==> config.mk <==
export PLATFORM = sky130hd
export DESIGN_NAME = bit_serializer
export DESIGN_NICKNAME = d
export VERILOG_FILES = /design/src/rtl/bit_serializer.sv
export SDC_FILE = /design/constraint.sdc
export NUM_CORES = 1
export LEC_CHECK = 0
export ABC_CLOCK_PERIOD_IN_PS = 1800
export BUFFER_PORTS_ARGS = -buffer_cell sky130_fd_sc_hd__buf_2
export CAP_MARGIN = 15
export CORE_MARGIN = 10
export CORE_UTILIZATION = 46
export DETAILED_ROUTE_END_ITERATION = 8
export GPL_TIMING_DRIVEN = 0
export PLACE_DENSITY_LB_ADDON = 0.25
export SLEW_MARGIN = 20
export SYNTH_ARGS = -nofsm -noshare
export SYNTH_HDL_FRONTEND = slang
export SYNTH_SLANG_ARGS = --single-unit
==> constraint.sdc <==
create_clock -name clk -period 1.8 [get_ports clk]
set_clock_uncertainty 0.05 [all_clocks]
set_input_delay 0.09 -clock clk [delete_from_list [all_inputs] [get_ports clk]]
set_output_delay 0.09 -clock clk [all_outputs]
set_load 0.05 [all_outputs]
==> src/rtl/bit_serializer.sv <==
// bit_serializer: accepts parallel words over a valid/ready handshake and
// shifts them out one bit per BIT_PERIOD clocks as a registered `value` bit
// with a one-cycle `update` strobe. Back-to-back words keep the strobe
// spacing unbroken.
//
// Optional feature: define SERIALIZER_PARITY_EN to append an even-parity bit
// (XOR of all data bits) after the last data bit. That bit gets its own strobe.
// Without the macro no parity logic exists.
module bit_serializer #(
    parameter int DATA_WIDTH = 8,
    parameter int BIT_PERIOD = 4,
    parameter bit MSB_FIRST  = 1'b1
) (
    input  logic                  clk,
    input  logic                  reset,
    input  logic [DATA_WIDTH-1:0] in_data,
    input  logic                  in_valid,
    output logic                  in_ready,
    output logic                  value,
    output logic                  update,
    output logic                  busy
);

`ifdef SERIALIZER_PARITY_EN
    localparam int NBITS = DATA_WIDTH + 1;
`else
    localparam int NBITS = DATA_WIDTH;
`endif

    // Counter widths stay at least one bit, so BIT_PERIOD=1 and NBITS=1 need no special handling.
    localparam int CNT_W = (BIT_PERIOD > 1) ? $clog2(BIT_PERIOD) : 1;
    localparam int IDX_W = (NBITS > 1) ? $clog2(NBITS) : 1;

    localparam logic [CNT_W-1:0] CNT_LAST  = CNT_W'(BIT_PERIOD - 1);
    localparam logic [IDX_W-1:0] IDX_LAST  = IDX_W'(NBITS - 1);

    typedef enum logic {
        IDLE  = 1'b0,
        SHIFT = 1'b1
    } state_t;

    state_t                  state_reg, state_next;
    logic [DATA_WIDTH-1:0]   shift_reg, shift_next;
    logic [IDX_W-1:0]        idx_reg, idx_next;
    logic [CNT_W-1:0]        cnt_reg, cnt_next;
    logic                    value_reg, value_next;
    logic                    update_reg, update_next;
`ifdef SERIALIZER_PARITY_EN
    localparam logic [IDX_W-1:0] IDX_LAST_DATA = IDX_W'(DATA_WIDTH - 1);
    logic                    parity_reg, parity_next;
`endif

    // Bit-order selection: shifted word and the bit that leaves it next.
    logic [DATA_WIDTH-1:0]   shifted;
    logic                    next_bit;
    logic                    first_bit;

    generate
        if (MSB_FIRST) begin : g_msb_first
            assign shifted   = shift_reg << 1;
            assign next_bit  = shifted[DATA_WIDTH-1];
            assign first_bit = in_data[DATA_WIDTH-1];
        end else begin : g_lsb_first
            assign shifted   = shift_reg >> 1;
            assign next_bit  = shifted[0];
            assign first_bit = in_data[0];
        end
    endgenerate

    logic period_end;
    logic last_bit;
    logic accept;

    assign period_end = (cnt_reg == CNT_LAST);
    assign last_bit   = (idx_reg == IDX_LAST);

    // Ready depends only on state and counters. It is held low while reset is asserted.
    assign in_ready = reset && ((state_reg == IDLE) || (period_end && last_bit));
    assign accept   = in_valid && in_ready;

    assign value  = value_reg;
    assign update = update_reg;
    assign busy   = (state_reg == SHIFT);

    // State and datapath registers; an asserted reset discards any partial word.
    always_ff @(posedge clk or negedge reset) begin
        if (!reset) begin
            state_reg  <= IDLE;
            shift_reg  <= '0;
            idx_reg    <= '0;
            cnt_reg    <= '0;
            value_reg  <= 1'b0;
            update_reg <= 1'b0;
`ifdef SERIALIZER_PARITY_EN
            parity_reg <= 1'b0;
`endif
        end else begin
            state_reg  <= state_next;
            shift_reg  <= shift_next;
            idx_reg    <= idx_next;
            cnt_reg    <= cnt_next;
            value_reg  <= value_next;
            update_reg <= update_next;
`ifdef SERIALIZER_PARITY_EN
            parity_reg <= parity_next;
`endif
        end
    end

    // Next-state logic. Accepting a word registers its first bit and strobe immediately.
    // The next bit is registered in the last cycle of each period, so it appears at the period boundary.
    always_comb begin
        state_next  = state_reg;
        shift_next  = shift_reg;
        idx_next    = idx_reg;
        cnt_next    = cnt_reg;
        value_next  = value_reg;
        update_next = 1'b0;
`ifdef SERIALIZER_PARITY_EN
        parity_next = parity_reg;
`endif

        if (accept) begin
            state_next  = SHIFT;
            shift_next  = in_data;
            idx_next    = '0;
            cnt_next    = '0;
            value_next  = first_bit;
            update_next = 1'b1;
`ifdef SERIALIZER_PARITY_EN
            parity_next = ^in_data;
`endif
        end else if (state_reg == SHIFT) begin
            if (period_end) begin
                cnt_next = '0;
                if (last_bit) begin
                    state_next = IDLE;
                end else begin
                    idx_next    = idx_reg + 1'b1;
                    update_next = 1'b1;
`ifdef SERIALIZER_PARITY_EN
                    if (idx_reg == IDX_LAST_DATA) begin
                        value_next = parity_reg;
                    end else begin
                        value_next = next_bit;
                        shift_next = shifted;
                    end
`else
                    value_next = next_bit;
                    shift_next = shifted;
`endif
                end
            end else begin
                cnt_next = cnt_reg + 1'b1;
            end
        end
    end

endmodule

==> results.toml <==
[critical_path]
cp-endpoint = "shift_reg[6]"
cp.required_ns = 1.91
startpoint_type = "register"
cp.depth = 6
cp_cell_sequence = "ha_2, ha_4, nand3b_4, buf_8, mux2_4, mux2_4"
critPathMaxFanout = 6
worst_r2r_path_depth = 6
critPathLaunch = "idx_reg[1]"
rr_startpoint = "idx_reg[1]"
crit_type = "reg2reg"
rrSetupSlack_ns = 0.03
reg2reg_to = "shift_reg[6]"
crit_arrival_ns = 1.88
cpMostUsedCell = "mux2_4"
critPathMaxStageDelay_ns = 0.39
cp_top_family = "multiplexers"
end_kind = "register"
cp_num_buf_inv = 1
cpMaxStageDelayCell = "dfrtp_1"

[run_status]
status = "complete, no violations"

[synth]
avgSynthCellArea_sq_um = 13.1
synth_nets = 71
synthArstFlopShare_pct = 100
synth.top_cell.area_share_pct = 50.4
synthCells = 57
synth_area_sq_um = 744
ys_seq_elements = 15
ys_types = 17
ys.flop_type = "dfrtp_1"
synth_common_cells = "15 x dfrtp_1, 6 x mux2_4, 6 x mux2i_1, 6 x nor2_1, 4 x mux2_2"
yosysMostFrequentCell = "dfrtp_1"
yosysWarnings = 0
synth_edf_count = 0
synth_area_leaders = "dfrtp_1 50%, mux2_4 12%, mux2i_1 8.1%"
yosys.area.top_type = "dfrtp_1"
seq_area_frac_synth_pct = 50.4

[clock_network]
root_buffer = "clkbuf_4"
cts_tree = "yes"
cts_sinks = 15
cts_buffers = 3
clock_latency_ns = 0.28
cts_max_level = 1
clkTransAtPathRegs_ns = 0.08
cts_max_path_buffers = 2

[grt]
met3_usage_pct = 5.72
grt_pass1_vias = 545
gr-total-overflow = 0
grtUsageMet1_pct = 10.1
antenna_found_initial = 0
grt_pass1_wl_mm = 2.46
grt_util_met2_pct = 13.2
grt_max_degree = 22
grt.busiest_layer = "met2"
grtUsageTotal_pct = 8.90

[floorplan]
io_pins = 15
start_util_pct = 48.9
rows = 14
die_w_um = 60.2
die_h_um = 60.2
placeableCoreArea_sq_um = 1520
die_area_sq_um = 3630

[route]
drtIter0Drc = 5
dr.pass1.iters = 4
vias = 531
viasPerCell = 5.21
wirelength_mm = 1.42
drc = 0
wl_per_cell_um = 14.0
ant_nets = 0

[cells_and_area]
syn_to_final_growth_pct = 34.1
fill_cells = 126
largest_register_ffs = 7
final_nets = 101
fin_util_pct = 65.5
n_antenna_cell = 0
drive_gt1_share_pct = 45.3

[timing]
fin_crit_sh_pct = 98.2
slew_violations = 0
fin_crit_ns = 1.77
max_freq_ghz = 0.566
grt_setup_unrepaired = "true"
finalHoldViolCount = 0
timing.hold.ws_ns = 0.0260
tightest_slew_ns = 0.424
max_slew_margin_pct = 71.7
setup_viol = 0

[power_and_ir_drop]
intPower_w = 0.00109
power_leakage_nw = 0.531
vdd_ir_drop_max_mv = 0.880
swShare_pct = 36.5
p_sw_w = 0.000628
power_per_cell_area_nw_per_um2 = 1720
clockPowerShare_pct = 10.6
p_comb_share_pct = 54.2
seq_power_share_pct = 35.2

[placed_design]
io_buffer_count = 14
place.gp.congestion = 0.673
dpl.hpwl_um = 983

[job]
cap_violations = 0

[worst_hold_path]
hold_path_class = "in2reg"
## cells by family after synthesis
kind of cell / share of synthesized area, %
compound gates: 3.36
flops: 50.4
fa+ha+maj: 5.04
mux: 26.2
simple gates: 11.6
xor+xnor: 1.18
buf+inv: 2.18
## worst register-to-register path: cells and delay by family (launching register included)
family,cells,cell delay [ns]
muxes,2,0.54
buffers and inverters,1,0.15
adders and majority gates,2,0.36
DFF,1,0.39
and+or+nand+nor,1,0.16
## cell type report
class	count	area (sq um)	share of cell area, %
sequential	15	375	37.6
tap	16	20.0	2.01
buffer	2	20.0	2.01
multi-input combinational	40	383	38.3
timing repair buffer	25	174	17.4
clock buffer	4	26.3	2.63
## what timing repair did
action                                  in CTS  in global routing
gates resized for setup                      2                  5
pin swaps                                    1                  1
endpoints found under the hold margin       20                  0
hold buffers                                 6                  0
setup buffers                                4                  1
endpoints found under the setup margin       4                  6
cloned                                       0                  0
## stage by stage
step,std cells,cell area (sq um),setup TNS [ns],setup WS [ns],total power (W)
floorplan,57,753,0,0.00840,0.00125
global placement,87,843,-0.0892,-0.0314,0.00138
detailed placement,87,843,-0.0932,-0.0356,0.00141
CTS,101,966,0,0.0000957,0.00168
global route,102,998,-0.158,-0.0351,0.00186
finish,102,998,0,0.0330,0.00172
## cells in the final DEF (no fill, tap or decap)
master	synthesis	routed
buf_6	1	1
ha_4	0	1
nand3_2	1	1
mux2_2	4	4
nand4_1	3	3
buf_4	0	5
mux2_4	6	6
a21bo_4	0	1
buf_8	0	1
buf_2	1	14
ha_1	3	1
clkbuf_4	0	3
dfrtp_1	15	15
ha_2	0	1
dlygate4sd3_1	0	6
o21ai_0	3	3
nand2_1	3	3
and3_1	1	1
xor2_1	1	1
and2_1	1	1
nand3b_4	0	1
mux2i_1	6	6
clkbuf_1	0	1
nor2_1	6	6
## worst min-delay path by stage
| stage | startpoint | endpoint | cells past startpoint |
|---|---|---|---|
| after floorplan | reset | busy | 0 |
| final | in_data[7] | value | 3 |
| after CTS | in_data[7] | value | 3 |
| after detailed placement | reset | value | 1 |
| after global placement | reset | value | 1 |
| after global routing | in_data[7] | value | 3 |
## power groups by stage
stage | sequential, W | combinational (W) | clock, W
3_5_place_dp | 0.000610 | 0.000800 | 0
4_1_cts | 0.000602 | 0.000890 | 0.000192
2_1_floorplan | 0.000690 | 0.000563 | 0
5_1_grt | 0.000626 | 0.00103 | 0.000207
3_3_place_gp | 0.000602 | 0.000779 | 0
6_report | 0.000607 | 0.000933 | 0.000182
## routing by layer
metal  vias up  part of all wire (%)
li1        262                     -
met1       255                    43
met2        12                    47
met3         2                   8.8
met4         0                  0.56
met5         -                     0
No activity file was read; power rests on OpenSTA's default activity.
